==> src/rtl/regfile_wb_pkg.sv <==
// regfile_wb_pkg: shared widths and index helper for the writeback arbiter
package regfile_wb_pkg;
    localparam int ADDR_W       = 5;
    localparam int DATA_W       = 32;
    localparam int NREQ_DEFAULT = 3;
    function automatic int next_idx(input int idx, input int n);
        return (idx + 1) % n;
    endfunction
endpackage

==> src/rtl/regfile_wb_arbiter_rr_arbiter.sv <==
// rr_arbiter: combinational round-robin pick, scanning upward from ptr with wrap
module rr_arbiter #(
    parameter int N  = 3,
    parameter int PW = (N > 1) ? $clog2(N) : 1
) (
    input  logic [N-1:0]  req,
    input  logic [PW-1:0] ptr,
    input  logic          en,
    output logic [N-1:0]  gnt,
    output logic [PW-1:0] gnt_idx,
    output logic          any
);
    import regfile_wb_pkg::*;
    int w_dist;
    int w_best;
    // pick the requester with the smallest wrapped distance from ptr
    always_comb begin
        gnt_idx = '0;
        any     = 1'b0;
        w_best  = N;
        w_dist  = 0;
        for (int i = 0; i < N; i++) begin
            w_dist = (i + N - int'(ptr)) % N;
            if (en && req[i] && w_dist < w_best) begin
                w_best  = w_dist;
                gnt_idx = PW'(i);
                any     = 1'b1;
            end
        end
    end
    // expand the winning index to one-hot
    always_comb begin
        gnt = '0;
        for (int i = 0; i < N; i++)
            gnt[i] = any && (gnt_idx == PW'(i));
    end
endmodule

==> src/rtl/regfile_wb_arbiter.sv <==
// regfile_wb_arbiter: round-robin share of the register-file write port with one registered output stage
// Optional: define REGFILE_WB_ZERO_DROP_EN to acknowledge but discard writes to address 0.
module regfile_wb_arbiter #(
    parameter int NREQ   = regfile_wb_pkg::NREQ_DEFAULT,
    parameter int ADDR_W = regfile_wb_pkg::ADDR_W,
    parameter int DATA_W = regfile_wb_pkg::DATA_W
) (
    input  logic                     clk,
    input  logic                     rst_n,
    input  logic [NREQ-1:0]          req_valid,
    input  logic [NREQ*ADDR_W-1:0]   req_addr,
    input  logic [NREQ*DATA_W-1:0]   req_data,
    output logic [NREQ-1:0]          req_ready,
    input  logic                     wb_stall,
    output logic                     RegWrite,
    output logic [ADDR_W-1:0]        wAddr,
    output logic [DATA_W-1:0]        wDin,
    output logic                     fwd_valid,
    output logic [ADDR_W-1:0]        fwd_addr,
    output logic [DATA_W-1:0]        fwd_data
);
    import regfile_wb_pkg::*;
    localparam int PW = $clog2(NREQ);
    logic              r_valid;
    logic [ADDR_W-1:0] r_addr;
    logic [DATA_W-1:0] r_data;
    logic [PW-1:0]     r_ptr;
    logic              w_can_accept;
    logic              w_any;
    logic              w_load;
    logic [NREQ-1:0]   w_gnt;
    logic [PW-1:0]     w_gnt_idx;
    logic [ADDR_W-1:0] w_sel_addr;
    logic [DATA_W-1:0] w_sel_data;

    assign w_can_accept = ~r_valid | ~wb_stall;

    rr_arbiter #(.N(NREQ), .PW(PW)) u_arb (
        .req     (req_valid),
        .ptr     (r_ptr),
        .en      (w_can_accept),
        .gnt     (w_gnt),
        .gnt_idx (w_gnt_idx),
        .any     (w_any)
    );

    // no requester may see an acknowledge while the block is held in reset
    assign req_ready = w_gnt & {NREQ{rst_n}};
    assign RegWrite  = r_valid & ~wb_stall;
    assign wAddr     = r_addr;
    assign wDin      = r_data;
    assign fwd_valid = r_valid;
    assign fwd_addr  = r_addr;
    assign fwd_data  = r_data;

    // route the granted requester's address and data to the stage input
    always_comb begin
        w_sel_addr = '0;
        w_sel_data = '0;
        for (int i = 0; i < NREQ; i++) begin
            if (w_gnt_idx == PW'(i)) begin
                w_sel_addr = req_addr[i*ADDR_W +: ADDR_W];
                w_sel_data = req_data[i*DATA_W +: DATA_W];
            end
        end
    end

`ifdef REGFILE_WB_ZERO_DROP_EN
    assign w_load = w_any & (|w_sel_addr);
`else
    assign w_load = w_any;
`endif

    // output stage and priority pointer; a grant both advances the pointer and (normally) reloads the stage
    always_ff @(posedge clk or negedge rst_n) begin
        if (!rst_n) begin
            r_valid <= 1'b0;
            r_addr  <= '0;
            r_data  <= '0;
            r_ptr   <= '0;
        end else begin
            if (w_any)
                r_ptr <= PW'(next_idx(int'(w_gnt_idx), NREQ));
            if (w_load) begin
                r_valid <= 1'b1;
                r_addr  <= w_sel_addr;
                r_data  <= w_sel_data;
            end else if (RegWrite) begin
                r_valid <= 1'b0;
            end
        end
    end
endmodule

==> config.mk <==
export PLATFORM = sky130hd
export DESIGN_NAME = regfile_wb_arbiter
export DESIGN_NICKNAME = d
export VERILOG_FILES = /design/src/rtl/regfile_wb_pkg.sv /design/src/rtl/regfile_wb_arbiter_rr_arbiter.sv /design/src/rtl/regfile_wb_arbiter.sv
export SDC_FILE = /design/constraint.sdc
export NUM_CORES = 1
export LEC_CHECK = 0
export ABC_CLOCK_PERIOD_IN_PS = 5300
export CORE_MARGIN = 2
export CORE_UTILIZATION = 39
export CTS_BUF_LIST = sky130_fd_sc_hd__clkbuf_8 sky130_fd_sc_hd__clkbuf_16
export DETAILED_ROUTE_END_ITERATION = 6
export PLACE_DENSITY = 0.93
export SETUP_SLACK_MARGIN = 0.3
export SLEW_MARGIN = 20
export SYNTH_ARGS = -nofsm -noshare
export SYNTH_HDL_FRONTEND = slang
export SYNTH_SLANG_ARGS = --single-unit
==> constraint.sdc <==
create_clock -name clk -period 5.3 [get_ports clk]
set_input_delay 0.53 -clock clk [delete_from_list [all_inputs] [get_ports clk]]
set_output_delay 0.53 -clock clk [all_outputs]
set_load 0.005 [all_outputs]
* Yosys cells after proc, flatten, opt, wreduce, memory -nomap -nowiden
Index checks and enable logic that the tools add are counted.
** Storage, ports and cells
- Register bits :: 40
- Word-level logic and storage cells :: 48
** Operators by class
- Add/sub/neg operators :: 4
- Div/mod/pow operators :: 4
- Order comparisons :: 3
- Eq/ne operators :: 2
- Mux-type cells :: 15
- Bitwise logic cells :: 5
- Reductions and logical operators :: 11
** Operator list (count)
- two-way mux 32 bit :: 5
- remainder unit 32 x 3 -> 32 bit (second input constant) :: 4
- less-than comparator 32 bit :: 2
- less-than comparator 32 x 3 -> 1 bit (second input constant) :: 1
- two-way mux 5 bit :: 3
- logical AND 1 bit :: 9
- subtractor 3 x 2 -> 4 bit (first input constant) :: 2
- two-way mux 1 bit :: 6
- adder 2 x 1 -> 3 bit (second input constant) :: 1
- bitwise AND 3 bit :: 1
- subtractor 2 x 2 -> 3 bit (first input constant) :: 1
- equality test 2 x 1 -> 1 bit (second input constant) :: 1
- equality test 2 bit (second input constant) :: 1
- logical NOT 2 bit :: 1
- two-way mux 2 bit :: 1
- NOT 1 bit :: 2
- nonzero test 2 bit :: 1
- bitwise AND 1 bit :: 1
- bitwise OR 1 bit :: 1

* Logic depth before layout (Yosys ltp)
Gate-level depths: netlist of the first run.
- Word-level depth :: 15
- Depth in mapped cells :: 23
- Depth with buffers taken out :: 19

* Modules after synthesis
Synthesis of the first run repeated with hierarchy kept, for this count alone.
** Second synthesis, totals
- Cell total of the unflattened synthesis :: 356
- Area total of the unflattened synthesis :: 3363.2 sq um
** Modules (own cells, without submodules)
- regfile_wb_arbiter :: instances 1, cells each 265, area an instance 2692.6 sq um, seq. area each 1001.0 sq um
- rr_arbiter :: instances 1, cells each 91, area an instance 670.6 sq um, seq. area each 0.0 sq um

* Worst setup path before layout of the first run
Ideal clock, no wire load.
- Path kind :: register to output
- Start :: reg r_ptr[1]
- End :: out req_ready[1]
- Arrival :: 4032 ps
- Setup slack :: 738 ps
- Cell stages (with the launch flop) :: 22
- Buffers on the path :: 4
- Cells stage by stage :: dfrtp_1 inv_1 ha_1 and3b_1 inv_1 ha_1 o21ai_0 nand4b_1 nor2_1 a21boi_0 buf_2 buf_2 a21o_1 ha_1 and3_1 o41ai_1 nand4_1 a21o_1 nor3_2 buf_6 buf_6 nor3_1
** On the way
- Word-level cells in the longest chain between the ends :: 14
- Elaborated cells on any way between the ends :: 22
** Ends and longest elaborated chain
- from (decl) :: line regfile_wb_arbiter.sv:27 : logic [PW-1:0] r_ptr;
- from (signal assigned) :: line regfile_wb_arbiter.sv:83 : r_ptr <= PW'(next_idx(int'(w_gnt_idx), NREQ));
- subtractor 2 x 2 -> 3 bit :: line regfile_wb_arbiter_rr_arbiter.sv:23 : w_dist = (i + N - int'(ptr)) % N;
- remainder unit 32 x 3 -> 32 bit :: line regfile_wb_arbiter_rr_arbiter.sv:23
- less-than comparator 32 x 3 -> 1 bit :: line regfile_wb_arbiter_rr_arbiter.sv:24 : if (en && req[i] && w_dist < w_best) begin
- logical AND 1 bit :: line regfile_wb_arbiter_rr_arbiter.sv:24
- two-way mux 32 bit :: line regfile_wb_arbiter_rr_arbiter.sv:24
- less-than comparator 32 bit :: line regfile_wb_arbiter_rr_arbiter.sv:24
- logical AND 1 bit :: line regfile_wb_arbiter_rr_arbiter.sv:24
- two-way mux 32 bit :: line regfile_wb_arbiter_rr_arbiter.sv:24
- less-than comparator 32 bit :: line regfile_wb_arbiter_rr_arbiter.sv:24
- logical AND 1 bit :: line regfile_wb_arbiter_rr_arbiter.sv:24
- two-way mux 2 bit :: line regfile_wb_arbiter_rr_arbiter.sv:24
- equality test 2 x 1 -> 1 bit :: line regfile_wb_arbiter_rr_arbiter.sv:35 : gnt[i] = any && (gnt_idx == PW'(i));
- logical AND 1 bit (*) :: line regfile_wb_arbiter_rr_arbiter.sv:35
- bitwise AND 3 bit (*) :: line regfile_wb_arbiter.sv:48 : assign req_ready = w_gnt & {NREQ{rst_n}};
- to (decl) :: line regfile_wb_arbiter.sv:13 : output logic [NREQ-1:0] req_ready,
Mark *: on every way between the ends. The rest lies on a longest branch, timed or not.

* Worst setup path after layout of the first run
- Start :: reg r_ptr[1]
- End :: out req_ready[0]
** On the way
- Word-level cells in the longest chain between the ends :: 14
- Elaborated cells on any way between the ends :: 22
** Ends and longest elaborated chain (line)
- subtractor 2 x 2 -> 3 bit :: regfile_wb_arbiter_rr_arbiter.sv:23
- remainder unit 32 x 3 -> 32 bit :: regfile_wb_arbiter_rr_arbiter.sv:23
- less-than comparator 32 x 3 -> 1 bit :: regfile_wb_arbiter_rr_arbiter.sv:24
- logical AND 1 bit :: regfile_wb_arbiter_rr_arbiter.sv:24
- two-way mux 32 bit :: regfile_wb_arbiter_rr_arbiter.sv:24
- less-than comparator 32 bit :: regfile_wb_arbiter_rr_arbiter.sv:24
- logical AND 1 bit :: regfile_wb_arbiter_rr_arbiter.sv:24
- two-way mux 32 bit :: regfile_wb_arbiter_rr_arbiter.sv:24
- less-than comparator 32 bit :: regfile_wb_arbiter_rr_arbiter.sv:24
- logical AND 1 bit :: regfile_wb_arbiter_rr_arbiter.sv:24
- two-way mux 2 bit :: regfile_wb_arbiter_rr_arbiter.sv:24
- logical NOT 2 bit :: regfile_wb_arbiter_rr_arbiter.sv:35
- logical AND 1 bit (*) :: regfile_wb_arbiter_rr_arbiter.sv:35
- bitwise AND 3 bit (*) :: regfile_wb_arbiter.sv:48
Marked as above.

==> impl_metrics.tcl, run 1 <==
set metrics [dict create \
    grt_first_pass_wirelength_um 16100 \
    min_period_ps 4640 \
    drive_gt1_share_pct 34.0 \
    tritoncts "yes" \
    syn-instance-count 298 \
    grt_max_degree 42 \
    cts_hold_buf 0 \
    syn_nets 435 \
    crit_arrival_ps 4110 \
    postRouteAntennaNets 0 \
    synth_seq_cells 40 \
    synthAdderAreaFrac_pct 7.42 \
    path_clk_slew_ps 90 \
    clockBufferDepth 2 \
    worstSetupStartpointType "flip-flop" \
    final_nets 605 \
    synthSimpleGateAreaFrac_pct 6.23 \
    vias 2961 \
    crit_required_ps 4770 \
    synthTopCellsByArea "mux2_2 35%, dfrtp_1 30%, buf_4 8.2%, ha_1 7.4%, mux2_4 3.6%" \
    clk_root_buffer_cell "clkbuf_8" \
    netlist-cell-type-count 42 \
    max_freq_mhz 216 \
    final_cell_area_mm2 0.00544 \
    fp.coreArea_mm2 0.00830 \
    overflow 0 \
    track_usage_pct 21.3 \
    synth_top_family_by_area "multiplexers" \
    fin_tns_setup_ps 0 \
    setup_viol 0 \
    ios 196 \
    die_w_um 97 \
    hold_ws_ps 206 \
    synth.most_common_cell "mux2_2" \
    area.growth.synth_to_final_pct 61.1 \
    cts_num_sinks 40 \
    yosysWarningCount 0 \
    synth_edf_count 0 \
    h-tree-depth 2 \
    rows 33 \
    wirelength_um 10400 \
    end_kind "primary output" \
    slew_headroom_pct 33.3 \
    numCtsBuffers 5 \
    synth_commonest_cells "104 x mux2_2, 40 x dfrtp_1, 37 x buf_4, 20 x ha_1" \
    synthDominantCellAreaShare_pct 34.7 \
    max_slew.worst_pin.slew_ps 1000 \
    hp-class "input pin to asynchronous set/reset pin" \
    drv_cap 0 \
    synth_top_area_cell "mux2_2" \
    grt_antenna_before_repair 0 \
    power.leakage_nw 2.24 \
    globalplace.congestion 0.880 \
    synth_xor_area_share_pct 0 \
    crit_type "flip-flop to primary output" \
    synth_mux_area_share_pct 38.3 \
    drt_iter0_drc 72 \
    ys_async_sr_fraction_pct 100 \
    synthFlopType "dfrtp_1" \
    skew_ps 8.02 \
    die_area_mm2 0.00941 \
    drc 0 \
    numPortBuffers 195 \
    cp_max_fo 5 \
    routedWlPerCell_um 18.2 \
    clkLatencyLatePin_ps 290 \
    status "completed" \
    viasPerCell 5.17 \
    synth_compound_area_share_pct 7.12 \
    power_density_mw_per_mm2 626 \
    drtPass1Iterations 4 \
    synth.yosys.seq_area_share_pct 29.7 \
    final_max_slew_viol_count 0 \
    dp_hpwl_um 7870 \
    synthesis.area_mm2 0.00337 \
    rsz0062_at_grt "no" \
    fin_crit_sh_pct 87.5 \
    insertedDiodeCount 0 \
    grt_pass1_vias 3282 \
    placed_cell_area_mm2 0.00514 \
    hold_violations 0 \
    peakVddDrop_uv 321 \
    initial_core_util_pct 40.6 \
    die_h_um 97 \
    syn_area_per_cell_um2 11.3 \
]
-- critical path: stages, from the launching register on --
cell and delay [ps]:
dfrtp_2 420, inv_2 90, ha_1 280, and3b_2 270
inv_1 80, ha_1 310, o21ai_2 90, nand4b_1 160
buf_4 180, buf_4 120, buf_4 120, buf_4 130
buf_4 120, buf_4 140, buf_4 130, buf_4 120
a211o_1 260, nor3_4 310, o31ai_4 110, nor3_1 230
dlymetal6s2s_1 170
-- cell usage in the layout (no fill, tap or decap), drive strengths merged, types with 2 or more instances in the layout --
cell	synthesis	routed
mux2	112	112
dlymetal6s2s	0	3
nand3	3	3
buf	47	19
inv	8	8
a211oi	3	3
a21oi	6	6
a211o	2	2
ha	20	20
nand2b	5	5
a21boi	2	2
a31oi	2	2
nor2	3	3
dfrtp	40	40
nand2	7	7
clkbuf	3	5
nand4	2	2
o211ai	3	3
nor3	5	5
o21ai	5	5
a21o	5	5
clkdlybuf4s50	0	191
nor2b	4	4
-- layer usage --
layer | GRT usage, % | part of all wire (%)
met5 | 0 | 0
met2 | 42.1 | 55
met1 | 21.5 | 36
met3 | 4.99 | 6.0
met4 | 7.04 | 2.8
-- registers in the layout, summed over array words and instances, names as in the netlist --
register,cells
fwd_valid,1
r_ptr,2
fwd_data,32
fwd_addr,5
-- layout make-up --
type / count / area, um2
Fill cell: 627 / 2860
Tap cell: 105 / 131
Inverter: 8 / 30.0
Multi-Input combinational cell: 200 / 2080
Clock inverter: 2 / 12.5
Sequential cell: 40 / 1000
Timing Repair Buffer: 213 / 2110
Clock buffer: 5 / 68.8
-- logic make-up after synthesis --
kind of cell,after synthesis
muxes,112
buffers and inverters,58
DFF,40
and+or+nand+nor,36
AOI/OAI and AO/OA,32
adders and majority gates,20
-- stage by stage --
stage,util [%],power [mW],cells,setup WS (ps)
after floorplan,-,2.23,298,738
after global placement,62.0,2.93,551,431
after detailed placement,62.0,3.02,551,218
after CTS,64.3,3.32,570,356
after global routing,65.5,3.63,573,480
final,65.5,3.40,573,661
-- timing repair --
action,in CTS,in global routing
pin swaps,4,7
setup buffers,12,2
gates resized for setup,8,11
setup endpoints to repair,3,3
-- report_power, final --
part	switching, mW	leakage [nW]	internal [mW]	total, mW
logic	0.989	1.73	1.59	2.58
clock network	0.113	0.0400	0.0894	0.202
registers	0.134	0.467	0.483	0.617
-- path summary, 6_finish.rpt --
kind                               start           end  slack [ps]  depth (start not counted)
worst max register to register  r_ptr[1]  fwd_data[13]         840                         18
worst min register to register  r_ptr[0]      r_ptr[0]         580                          2
min in group clk                r_ptr[0]      r_ptr[0]         580                          2
worst max-delay path            r_ptr[1]  req_ready[0]         660                         20
max in group asynchronous          rst_n  fwd_data[23]        4580                          2
worst min-delay path               rst_n   fwd_data[2]         210                          1
(Power assumes the default switching activity.)
==> run 2, diff against run 1 <==
Settings changed: SETUP_SLACK_MARGIN 0.3 to not set.
==> run 2 against run 1 <==
Compared with the run above: clock skew barely moved; worst hold slack better by 1.1 ps; total power fell by 2.5%; sequential power barely moved; sequential share of layout area up 0.31 points; non-clock buffer count down 10; critical path depth shrank 2; clock power is essentially flat; cell area shrank 1.6%; final cell count fell by 1.7%; setup slack got worse by 410 ps; sequential cell count unchanged; largest power group unchanged.
==> impl_metrics.tcl, run 2 (same netlist as run 1, synthesis figures left out) <==
set metrics [dict create \
    status "completed" \
    timing.rr.end "fwd_data[6]" \
    dp_hpwl_um 7870 \
    overflow 0 \
    crit_arrival_ps 4520 \
    ios 196 \
    min_period_ps 5050 \
    die_h_um 97 \
    grt_antenna_before_repair 0 \
    initial_core_util_pct 40.6 \
    numPortBuffers 195 \
    slew_headroom_pct 34.0 \
    largest_register_ffs 32 \
    track_usage_pct 20.7 \
    insertedDiodeCount 0 \
    end_kind "primary output" \
    clockBufferDepth 2 \
    postRouteAntennaNets 0 \
    drt_iter0_drc 53 \
    hold_violations 0 \
    wirelength_um 10100 \
    final_max_slew_viol_count 0 \
    rr_worst_depth 18 \
    globalplace.congestion 0.880 \
    routedWlPerCell_um 18.0 \
    setup_viol 0 \
    clk_root_buffer_cell "clkbuf_8" \
    crit_type "flip-flop to primary output" \
    drc 0 \
    dp_cells 551 \
    die_w_um 97 \
    drtPass1Iterations 4 \
    grt_first_pass_wirelength_um 15700 \
    final_cell_mix "193 x clkdlybuf4s50_1, 104 x mux2_2, 39 x dfrtp_1, 20 x ha_1, 8 x mux2_4" \
    drv_cap 0 \
    clkLatencyLatePin_ps 290 \
    power_density_mw_per_mm2 620 \
    die_area_mm2 0.00941 \
    hp-class "input pin to asynchronous set/reset pin" \
    cp_max_fo 7 \
    grt_max_degree 42 \
    final_nets 595 \
    fin_tns_setup_ps 0 \
    cts_hold_buf 0 \
    vias 2898 \
    area.growth.synth_to_final_pct 58.5 \
    skew_ps 8.24 \
    power.leakage_nw 2.16 \
    cts_num_sinks 40 \
    numCtsBuffers 5 \
    regToRegSetupSlack_ps 600 \
    max_slew.worst_pin.slew_ps 990 \
    max_freq_mhz 198 \
    fin_crit_sh_pct 95.2 \
    grt_pass1_vias 3191 \
    rows 33 \
    drive_gt1_share_pct 31.9 \
    instances_no_fill 563 \
    fp.coreArea_mm2 0.00830 \
    h-tree-depth 2 \
    tritoncts "yes" \
    path_clk_slew_ps 90 \
    worstSetupStartpointType "flip-flop" \
    r2r_start "r_ptr[1]" \
    final_common_cell "clkdlybuf4s50_1" \
    peakVddDrop_uv 320 \
    crit_required_ps 4770 \
    viasPerCell 5.15 \
]
run 2: worst max path at each step:
stage | from | end | slack, ps | cells past startpoint
floorplan | r_ptr[1] | req_ready[1] | 740 | 21
global placement | r_ptr[1] | req_ready[0] | 430 | 18
detailed placement | r_ptr[1] | req_ready[0] | 220 | 18
CTS | r_ptr[0] | req_ready[0] | 20 | 18
global route | r_ptr[1] | req_ready[1] | -20 | 18
finish | r_ptr[1] | req_ready[1] | 250 | 18
run 2: per-layer routing:
layer	part of all wire, %	vias to the layer above	track usage [%]
met2	55	115	41.2
met5	0	-	0
met4	1.7	0	5.74
met3	6.4	14	5.13
met1	37	1407	21.1
li1	-	1362	-
run 2: power by group:
group,internal (mW),total (mW),leakage (nW),switching [mW]
registers,0.483,0.619,0.467,0.136
logic,1.53,2.49,1.65,0.958
clock network,0.0894,0.202,0.0400,0.113
total,2.11,3.31,2.16,1.21
run 2: per-stage QoR:
step                total power, mW  hold WS [ps]  setup slack (ps)  utilization (%)  cell area [um2]
floorplan                      2.23           234               738                -             3370
global placement               2.93           604               431             62.0             5140
detailed placement             3.02           626               218             62.0             5140
CTS                            3.24           424              17.5             63.0             5230
global route                   3.54           243             -16.9             64.4             5350
finish                         3.31           207               253             64.4             5350
run 2: area by class of cell:
type	instances	area (um2)
flip-flops and latches	40	1000
multi-input cells	200	2070
well taps	105	131
clock inverters	2	12.5
clock buffers	5	68.8
fillers	641	2950
inverters	8	30.0
repair buffers	203	2030
run 2: critical path, cell delays in order (launching register included):
cell and delay [ps]:
dfrtp_2 430, inv_2 80, ha_1 330, and3b_2 290, inv_1 90, ha_1 290, o21ai_1 150, nand4b_1 200
nor2_2 200, a21boi_4 90, a21o_1 170, ha_1 320, nand4_1 120, nor2_1 100, nand3_1 190, a211oi_4 410
nor3_4 60, nor3_1 150, clkdlybuf4s50_1 530
run 2: repair_timing:
item / 4_1_cts / 5_1_grt
pin swaps: 0 / 4
endpoints found under the setup margin: 2 / 3
resized for setup: 3 / 11
buffers inserted: 0 / 4
==> run 3, diff against run 2 <==
Settings changed: CORE_UTILIZATION 39 to 40, CTS_BUF_LIST sky130_fd_sc_hd__clkbuf_8 sky130_fd_sc_hd__clkbuf_16 to sky130_fd_sc_hd__clkbuf_4 sky130_fd_sc_hd__clkbuf_8, PLACE_DENSITY 0.93 to 0.95, SLEW_MARGIN 20 to not set.
==> run 3 against run 2 <==
Compared with the run above: non-clock buffer count unchanged; cell area fell by 0.30%; routed wire length down 0.19%; clock power grew 9%; sequential cell count stayed put; worst hold slack gained 110 ps.
==> impl_metrics.tcl, run 3 (same netlist as run 1, synthesis figures left out) <==
set metrics [dict create \
    netSwitchingPower_mw 1.20 \
    overflow 0 \
    vias 2909 \
    min_period_ps 5020 \
    postRouteAntennaNets 0 \
    peakVddDrop_uv 327 \
    clkLatencyLatePin_ps 290 \
    dp_hpwl_um 7870 \
    grt_max_degree 42 \
    drc 0 \
    fin_ws_ps 283 \
    grt_use_met1_pct 24.2 \
    busiest_layer "met2" \
    cp_cell_sequence "inv_2 > ha_1 > and3b_2 > inv_1 > ha_1 > o21ai_2 > nand4b_1 > nor2_2 > a21boi_4 > a21o_1 > ha_1 > and3_1 > o41ai_2 > nand4_1 > a21o_1 > nor4_2 > clkdlybuf4s50_1" \
    area.growth.synth_to_final_pct 58.0 \
    grt_first_pass_wirelength_um 15400 \
    max_stage_delay_ps 540 \
    worstSetupStartpointType "flip-flop" \
    insertedDiodeCount 0 \
    fin_crit_sh_pct 94.7 \
    cp_max_fo 8 \
    status "completed" \
    final-seq-area_mm2 0.00100 \
    numCtsBuffers 5 \
    max_freq_mhz 199 \
    fin_tns_setup_ps 0 \
    slew_headroom_pct 33.6 \
    path_clk_slew_ps 90 \
    cell_internal_pwr_mw 2.12 \
    grt_antenna_before_repair 0 \
    cp_common_cell "ha_1" \
    dp_slack_ps 162 \
    fp.coreArea_mm2 0.00818 \
    multi_input_area_mm2 0.00206 \
    track_usage_pct 21.6 \
    viasPerCell 5.16 \
    clockBufferDepth 2 \
    comb_power_share_pct 74.5 \
    die_h_um 95.8 \
    h-tree-depth 2 \
    largest_register_ffs 32 \
    final_common_cell "clkdlybuf4s50_1" \
    clkPwrFrac_pct 6.6 \
    hp-class "input pin to asynchronous set/reset pin" \
    routedWlPerCell_um 17.9 \
    hold_ws_ps 314 \
    power.leakage_nw 2.16 \
    drt_iter0_drc 57 \
    cpMaxStageDelayCell "clkdlybuf4s50_1" \
    initial_core_util_pct 41.3 \
    grtUsageMet2_pct 40.4 \
    drv_cap 0 \
    globalplace.congestion 0.848 \
    cts_hold_buf 0 \
    switching_share_pct 36.2 \
    numPortBuffers 195 \
    die_area_mm2 0.00918 \
    drtPass1Iterations 4 \
    clk_root_buffer_cell "clkbuf_8" \
    power_density_mw_per_mm2 622 \
    skew_ps 13.1 \
    rsz0062_at_grt "no" \
    end_kind "primary output" \
    crit_arrival_ps 4490 \
    max_slew.worst_pin.slew_ps 996 \
    grt_pass1_vias 3110 \
    final_nets 595 \
    tritoncts "yes" \
    num-fill-cells 630 \
    cts_num_sinks 40 \
    die_w_um 95.8 \
    final_max_slew_viol_count 0 \
    power_frac_seq_pct 18.8 \
    crit_required_ps 4770 \
    rows 33 \
    setup_viol 0 \
    hold_violations 0 \
    drive_gt1_share_pct 32.2 \
    ios 196 \
    wirelength_um 10100 \
    final_cell_mix "193 x clkdlybuf4s50_1, 104 x mux2_2, 39 x dfrtp_1, 20 x ha_1" \
    crit_type "flip-flop to primary output" \
    grtUsageMet3_pct 6.03 \
]
==> run 3: final timing paths <==
check,startpoint,endpoint,slack (ps),cells after the start
worst max-delay path,r_ptr[1],req_ready[2],280,17
worst min-delay path,rst_n,fwd_data[1],310,2
worst max register to register,r_ptr[1],fwd_data[26],650,18
worst min register to register,r_ptr[1],r_ptr[1],610,2
max in group asynchronous,rst_n,r_ptr[1],4570,2
min in group clk,r_ptr[1],r_ptr[1],610,2
==> run 3: area by class of cell <==
type / count / share of cell area, %
Clock inverter: 1 / 0.164
Multi-Input combinational cell: 200 / 38.7
Timing Repair Buffer: 203 / 37.7
Inverter: 8 / 0.563
Sequential cell: 40 / 18.8
Clock buffer: 7 / 1.57
Tap cell: 105 / 2.46
==> run 3: repair_timing <==
action / in CTS / in global routing
resized for setup: 4 / 10
pin swaps: 0 / 6
setup endpoints to repair: 2 / 3
cloned: 0 / 0
setup buffers: 0 / 4
==> run 3: critical path: cells and delay by family, from the launching register on <==
kind / cells / cell delay, ps
buffers and inverters: 3 / 740
adders and majority gates: 3 / 890
AOI/OAI and AO/OA: 5 / 850
DFF: 1 / 450
and+or+nand+nor: 6 / 1270
==> run 3: per-stage QoR <==
stage	cell area [um2]	power (mW)	std cells	util [%]
global route	5330	3.56	564	65.2
detailed placement	5150	3.02	552	63.0
CTS	5250	3.26	560	64.2
finish	5330	3.31	564	65.2
global placement	5150	2.93	552	63.0
floorplan	3370	2.23	298	-
==> run 3: routing by layer <==
metal / wire, um / share of wire [%] / up-vias
met5: 0 / 0 / -
met4: 108 / 1.1 / 0
met3: 645 / 6.4 / 8
met2: 5690 / 56 / 106
met1: 3680 / 36 / 1439
li1: - / - / 1356
==> run 3: power by group through the flow <==
stage | registers (mW) | logic (mW) | clock network [mW]
after floorplan | 0.609 | 1.62 | 0
after global placement | 0.620 | 2.31 | 0
after detailed placement | 0.634 | 2.38 | 0
after CTS | 0.631 | 2.40 | 0.228
after global routing | 0.645 | 2.67 | 0.240
final | 0.624 | 2.47 | 0.220
